$ cat config.mk
export PLATFORM = sky130hd
export DESIGN_NAME = cu_ctrl_sequencer
export DESIGN_NICKNAME = d
export VERILOG_FILES = /design/src/rtl/cu_ctrl_sequencer.sv
export SDC_FILE = /design/constraint.sdc
export NUM_CORES = 1
export LEC_CHECK = 0
export BUFFER_PORTS_ARGS = -buffer_cell sky130_fd_sc_hd__buf_2
export CAP_MARGIN = 20
export CORE_MARGIN = 3
export CORE_UTILIZATION = 43
export CTS_CLUSTER_SIZE = 25
export DETAILED_ROUTE_END_ITERATION = 10
export PLACE_DENSITY_LB_ADDON = 0.05
export SYNTH_ARGS = -nofsm -noshare
export SYNTH_HDL_FRONTEND = slang
export SYNTH_SLANG_ARGS = --single-unit
$ cat constraint.sdc
create_clock -name CLK -period 1.3 [get_ports CLK]
set_input_delay 0.065 -clock CLK [delete_from_list [all_inputs] [get_ports CLK]]
set_output_delay 0.065 -clock CLK [all_outputs]
set_load 0.05 [all_outputs]
$ cat src/rtl/cu_ctrl_sequencer.sv
// cu_ctrl_sequencer
//   Multi-cycle CPU control sequencer. Steps each instruction through
//   FETCH / DECODE / EXEC / MEM / WB / NEXT (or BR) and drives the control
//   bus towards PC, IR, register file, ALU and the two memories. Memory
//   accesses last MEM_WAIT+1 cycles. HALT parks the sequencer until RESET.
//   All outputs are decoded from registered state only (Moore).
//
// Ports
//   CLK            clock, rising edge
//   RESET          synchronous, active-high
//   ENABLE         run request, sampled in IDLE and at the end of NEXT/BR
//   OPCODE         opcode from IM data, captured at the end of DECODE
//   FLAGS          ALU flags, FLAGS[0]=zero, sampled in EXEC
//   RD_EN_IM       instruction memory read
//   WR_EN_IM       instruction memory write (tied low)
//   RD_EN_DM       data memory read
//   WR_EN_DM       data memory write
//   INC_PC         PC increment strobe
//   LOAD_REG       register load strobe
//   LOAD_SELECT    load target index (0=PC, 1=IR, ...)
//   ALU_OPCODE     latched opcode to ALU
//   MODE           ALU mode
//   MUX_SELECT_A   operand mux A (1=address path)
//   MUX_SELECT_B   operand mux B (1=branch offset)
//   BUSY           sequencer active (not IDLE, not HALTED)
//   HALTED         HALT executed
module cu_ctrl_sequencer #(
    parameter int unsigned OPCODE_SIZE = 5,
    parameter int unsigned NUM_REGS    = 5,
    parameter int unsigned SEL_W       = $clog2(NUM_REGS),
    parameter int unsigned MEM_WAIT    = 1,
    parameter int unsigned LOAD_DST    = 2,
    parameter int unsigned ALU_DST     = 4
) (
    input  logic                   CLK,
    input  logic                   RESET,
    input  logic                   ENABLE,
    input  logic [OPCODE_SIZE-1:0] OPCODE,
    input  logic [3:0]             FLAGS,
    output logic                   RD_EN_IM,
    output logic                   WR_EN_IM,
    output logic                   RD_EN_DM,
    output logic                   WR_EN_DM,
    output logic                   INC_PC,
    output logic                   LOAD_REG,
    output logic [SEL_W-1:0]       LOAD_SELECT,
    output logic [OPCODE_SIZE-1:0] ALU_OPCODE,
    output logic                   MODE,
    output logic                   MUX_SELECT_A,
    output logic                   MUX_SELECT_B,
    output logic                   BUSY,
    output logic                   HALTED
);

    typedef enum logic [3:0] {
        S_IDLE,
        S_FETCH,
        S_DECODE,
        S_EXEC,
        S_MEM,
        S_WB,
        S_NEXT,
        S_BR,
        S_HALTED
    } state_t;

    localparam logic [1:0] CLS_ALU    = 2'b00;
    localparam logic [1:0] CLS_LOAD   = 2'b01;
    localparam logic [1:0] CLS_STORE  = 2'b10;
    localparam logic [1:0] CLS_BRANCH = 2'b11;

    localparam logic [SEL_W-1:0] SEL_PC   = '0;
    localparam logic [SEL_W-1:0] SEL_IR   = SEL_W'(1);
    localparam logic [SEL_W-1:0] SEL_LOAD = SEL_W'(LOAD_DST);
    localparam logic [SEL_W-1:0] SEL_ALU  = SEL_W'(ALU_DST);
    localparam logic [3:0]       WAIT_MAX = 4'(MEM_WAIT);

    state_t                 state;
    state_t                 state_next;
    logic [OPCODE_SIZE-1:0] op_q;
    logic                   taken_q;
    logic [3:0]             wait_cnt;
    logic [1:0]             cls;
    logic                   is_halt;
    logic                   wait_done;
    logic                   unused_flags;

    assign cls          = op_q[OPCODE_SIZE-1 -: 2];
    assign is_halt      = &op_q;
    assign wait_done    = (wait_cnt == WAIT_MAX);
    assign unused_flags = ^FLAGS[3:1];

    always_ff @(posedge CLK) begin
        if (RESET) begin
            state    <= S_IDLE;
            op_q     <= '0;
            taken_q  <= 1'b0;
            wait_cnt <= '0;
        end else begin
            state <= state_next;
            if (state == S_DECODE) begin
                op_q <= OPCODE;
            end
            if (state == S_EXEC) begin
                taken_q <= op_q[0] | FLAGS[0];
            end
            // One counter serves both memory phases; it is zero on entry
            // because every exit from FETCH/MEM happens with wait_done set.
            if ((state == S_FETCH || state == S_MEM) && !wait_done) begin
                wait_cnt <= wait_cnt + 4'd1;
            end else begin
                wait_cnt <= '0;
            end
        end
    end

    always_comb begin
        state_next   = state;
        RD_EN_IM     = 1'b0;
        WR_EN_IM     = 1'b0;
        RD_EN_DM     = 1'b0;
        WR_EN_DM     = 1'b0;
        INC_PC       = 1'b0;
        LOAD_REG     = 1'b0;
        LOAD_SELECT  = '0;
        ALU_OPCODE   = op_q;
        MODE         = 1'b0;
        MUX_SELECT_A = 1'b0;
        MUX_SELECT_B = 1'b0;
        BUSY         = 1'b1;
        HALTED       = 1'b0;

        unique case (state)
            S_IDLE: begin
                BUSY       = 1'b0;
                ALU_OPCODE = '0;
                if (ENABLE) begin
                    state_next = S_FETCH;
                end
            end
            S_FETCH: begin
                RD_EN_IM = 1'b1;
                if (wait_done) begin
                    state_next = S_DECODE;
                end
            end
            S_DECODE: begin
                LOAD_REG    = 1'b1;
                LOAD_SELECT = SEL_IR;
                state_next  = S_EXEC;
            end
            S_EXEC: begin
                MODE         = op_q[2];
                MUX_SELECT_A = (cls == CLS_LOAD) || (cls == CLS_STORE);
                MUX_SELECT_B = (cls == CLS_BRANCH) && !is_halt;
                if (is_halt) begin
                    state_next = S_HALTED;
                end else begin
                    unique case (cls)
                        CLS_ALU:    state_next = S_WB;
                        CLS_BRANCH: state_next = S_BR;
                        default:    state_next = S_MEM;
                    endcase
                end
            end
            S_MEM: begin
                RD_EN_DM = (cls == CLS_LOAD);
                WR_EN_DM = (cls != CLS_LOAD);
                if (wait_done) begin
                    state_next = (cls == CLS_LOAD) ? S_WB : S_NEXT;
                end
            end
            S_WB: begin
                LOAD_REG    = 1'b1;
                LOAD_SELECT = (cls == CLS_ALU) ? SEL_ALU : SEL_LOAD;
                state_next  = S_NEXT;
            end
            S_NEXT: begin
                INC_PC     = 1'b1;
                state_next = ENABLE ? S_FETCH : S_IDLE;
            end
            S_BR: begin
                // Taken branch loads the target into PC instead of stepping it.
                if (taken_q) begin
                    LOAD_REG    = 1'b1;
                    LOAD_SELECT = SEL_PC;
                end else begin
                    INC_PC = 1'b1;
                end
                state_next = ENABLE ? S_FETCH : S_IDLE;
            end
            S_HALTED: begin
                BUSY       = 1'b0;
                HALTED     = 1'b1;
                ALU_OPCODE = '0;
            end
            default: begin
                BUSY       = 1'b0;
                state_next = S_IDLE;
            end
        endcase
    end

endmodule
==> results_dict.tcl <==
set metrics [dict create \
    cp_slowest_stage_delay_ps 380 \
    synth_adder_area_share_pct 7.44 \
    grt_overflow 0 \
    syn_nets 122 \
    r2r-end "state[0]" \
    cp.required_ps 1240 \
    fillers 22 \
    whs_path_depth 3 \
    clock_path_buffers 2 \
    core_um2 1780 \
    r2r_slack_ps -250 \
    clockRootBuffer "clkbuf_4" \
    syn_to_final_growth_pct 108 \
    slowest_stage "dfxtp_4" \
    yosys.area.top_type_share_pct 33.3 \
    clk_pin_slew_worst_paths_ps 100 \
    synth_area_um2 841 \
    synth_compound_area_share_pct 13.7 \
    drc 0 \
    final_cells 196 \
    worst_pin_slew_ps 501 \
    dieWidth_um 50.2 \
    synth-seq-area-share_pct 33.3 \
    synth_top_family_by_area "simple AND/OR/NAND/NOR gates" \
    final_antenna_net_count 0 \
    hold_end "op_q[2]" \
    grt_pass1_wl_um 5680 \
    dr.pass1.iters 4 \
    p_leak_nw 0.736 \
    cp.buffers_inverters 2 \
    r2r_cells 5 \
    fin_ws_ps -275 \
    via_per_inst 5.97 \
    die_h_um 50.2 \
    finalCritPeriodShare_pct 121 \
    finalWeightedCongestion 0.826 \
    ys_types 34 \
    portBuffers 26 \
    yosys_most_used_dff "dfxtp_1" \
    min_path_type "primary input to flip-flop" \
    fin_skew_ps 5.87 \
    die_area_um2 2520 \
    pin_count 31 \
    timing.final.crit_period_ps 1570 \
    ys_warn_count 0 \
    synth_seq_cells 14 \
    track_usage_pct 30.1 \
    nets 189 \
    ys_top_cells_by_count "nor2_1, dfxtp_1, inv_1" \
    slew_viol_final 0 \
    path_delay_family "simple AND/OR/NAND/NOR gates" \
    post-place-cells 177 \
    netlist_instances 105 \
    antenna_found_initial 0 \
    drive_gt1_share_pct 70.8 \
    synth.most_common_cell "nor2_1" \
    pre_cts_slack_ps -88.9 \
    arrival_ps 1510 \
    seq_area_um2 298 \
    drt_iter0_drc 65 \
    ctsHoldBuffers 0 \
    wire_per_inst_um 25.0 \
    violations "negative setup slack" \
    diodes 0 \
    power_density_nw_per_um2 1630 \
    cts_tree "built" \
    synth-xor-area-share_pct 3.13 \
    cap_violations 0 \
    setup_violations 29 \
    grt_max_degree 11 \
    max_freq_mhz 635 \
    numCtsBuffers 3 \
    ys_top_cells_by_area "dfxtp_1, nor2_1, ha_1" \
    hold_violations 0 \
    clock-sinks 14 \
    synth-edff-count 0 \
    critPathCaptureType "output port" \
    num_rows 15 \
    start_util_pct 47.2 \
    total_power_mw 2.84 \
    clkLatencyLatePin_ps 310 \
    cp_max_fo 5 \
    synth_mux_area_share_pct 3.57 \
    reg2reg_from "state[0]" \
    rsz0062_at_grt "true" \
    whs_ps 7.58 \
    synth-simple-area-share_pct 29.0 \
    path_class "flip-flop to output port" \
    wirelength_um 4900 \
    grt_pass1_vias 1158 \
    vias 1171 \
    vdd_drop_max_mv 1.12 \
    place_hpwl_um 1690 \
    htree_num_levels 1 \
    status "complete, but fails checks" \
    hold_start "OPCODE[2]" \
    syn_avg_cell_area_um2 8.01 \
    multiInputGateArea_um2 683 \
    crit_chain "and4bb_1, buf_4, and2_1, buf_6" \
    cp-start-kind "flip-flop" \
    synth-async-reset-ratio_pct 0 \
    synth_top_area_cell "dfxtp_1" \
    relSlewSlack_pct 66.3 \
    finalSetupTns_ps -5790 \
]
-- worst max path at each step --
stage / start / endpoint / slack [ps] / depth (start not counted)
global placement: wait_cnt[1] / state[0] / -40 / 5
detailed placement: wait_cnt[1] / state[0] / -90 / 5
finish: state[3] / MODE / -270 / 4
floorplan: state[0] / op_q[0] / -440 / 4
CTS: state[0] / LOAD_SELECT[0] / -160 / 4
global route: state[3] / MODE / -330 / 4
-- placed cells by master (no fill, tap or decap), types with 5 or more instances in the layout --
master and instances:
nor3_4 5, buf_4 28, o21ai_0 5, buf_6 27, nor2_2 7, buf_2 8
nor2_1 9, dfxtp_1 8
-- flip-flops by register name, summed over array words and instances (netlist names) --
name and flops:
op_q 5, state 4, taken_q 1, wait_cnt 4
-- logic make-up (layout without fill, tap and decap cells) --
group | after synthesis | after routing
xor+xnor | 3 | 3
other cells | 1 | 1
mux | 3 | 3
flops | 14 | 14
simple gates | 44 | 44
compound gates | 18 | 18
fa+ha+maj | 5 | 5
buf+inv | 17 | 83
-- final cells by class --
class                      instances  share of cell area [%]
multi-input combinational         74                    39.1
sequential                        14                    17.1
tap                               25                    1.79
clock buffer                       4                    2.08
inverter                          11                    3.58
timing repair buffer              68                    36.3
-- where the power goes --
group	internal (mW)	switching (mW)
Clock	0.172	0.179
Combinational	0.828	1.06
Sequential	0.504	0.100
Total	1.50	1.34
-- tightest hold or removal path, delay by kind of cell --
kind / cells / cell delay [ps]
mux: 1 / 60
buf+inv: 1 / 80
simple gates: 1 / 80
-- per-stage QoR --
stage | util (%) | cell area [um^2]
after floorplan | - | 925
after global placement | 69.7 | 1240
after detailed placement | 69.7 | 1240
after CTS | 87.1 | 1550
after global routing | 97.9 | 1750
final | 97.9 | 1750
-- per-layer routing --
layer | GRT usage [%] | routed length, um | vias to the layer above
met5 | 0 | 0 | -
met4 | 14.7 | 422 | 0
met3 | 6.23 | 480 | 40
met2 | 53.5 | 2310 | 98
met1 | 33.5 | 1680 | 547
li1 | - | - | 486
-- timing repair --
action / CTS / global route
setup endpoints to repair: 28 / 29
gates resized for setup: 67 / 39
setup buffers: 9 / 6
pin swaps: 9 / 12
No activity file was read; power rests on OpenSTA's default activity.
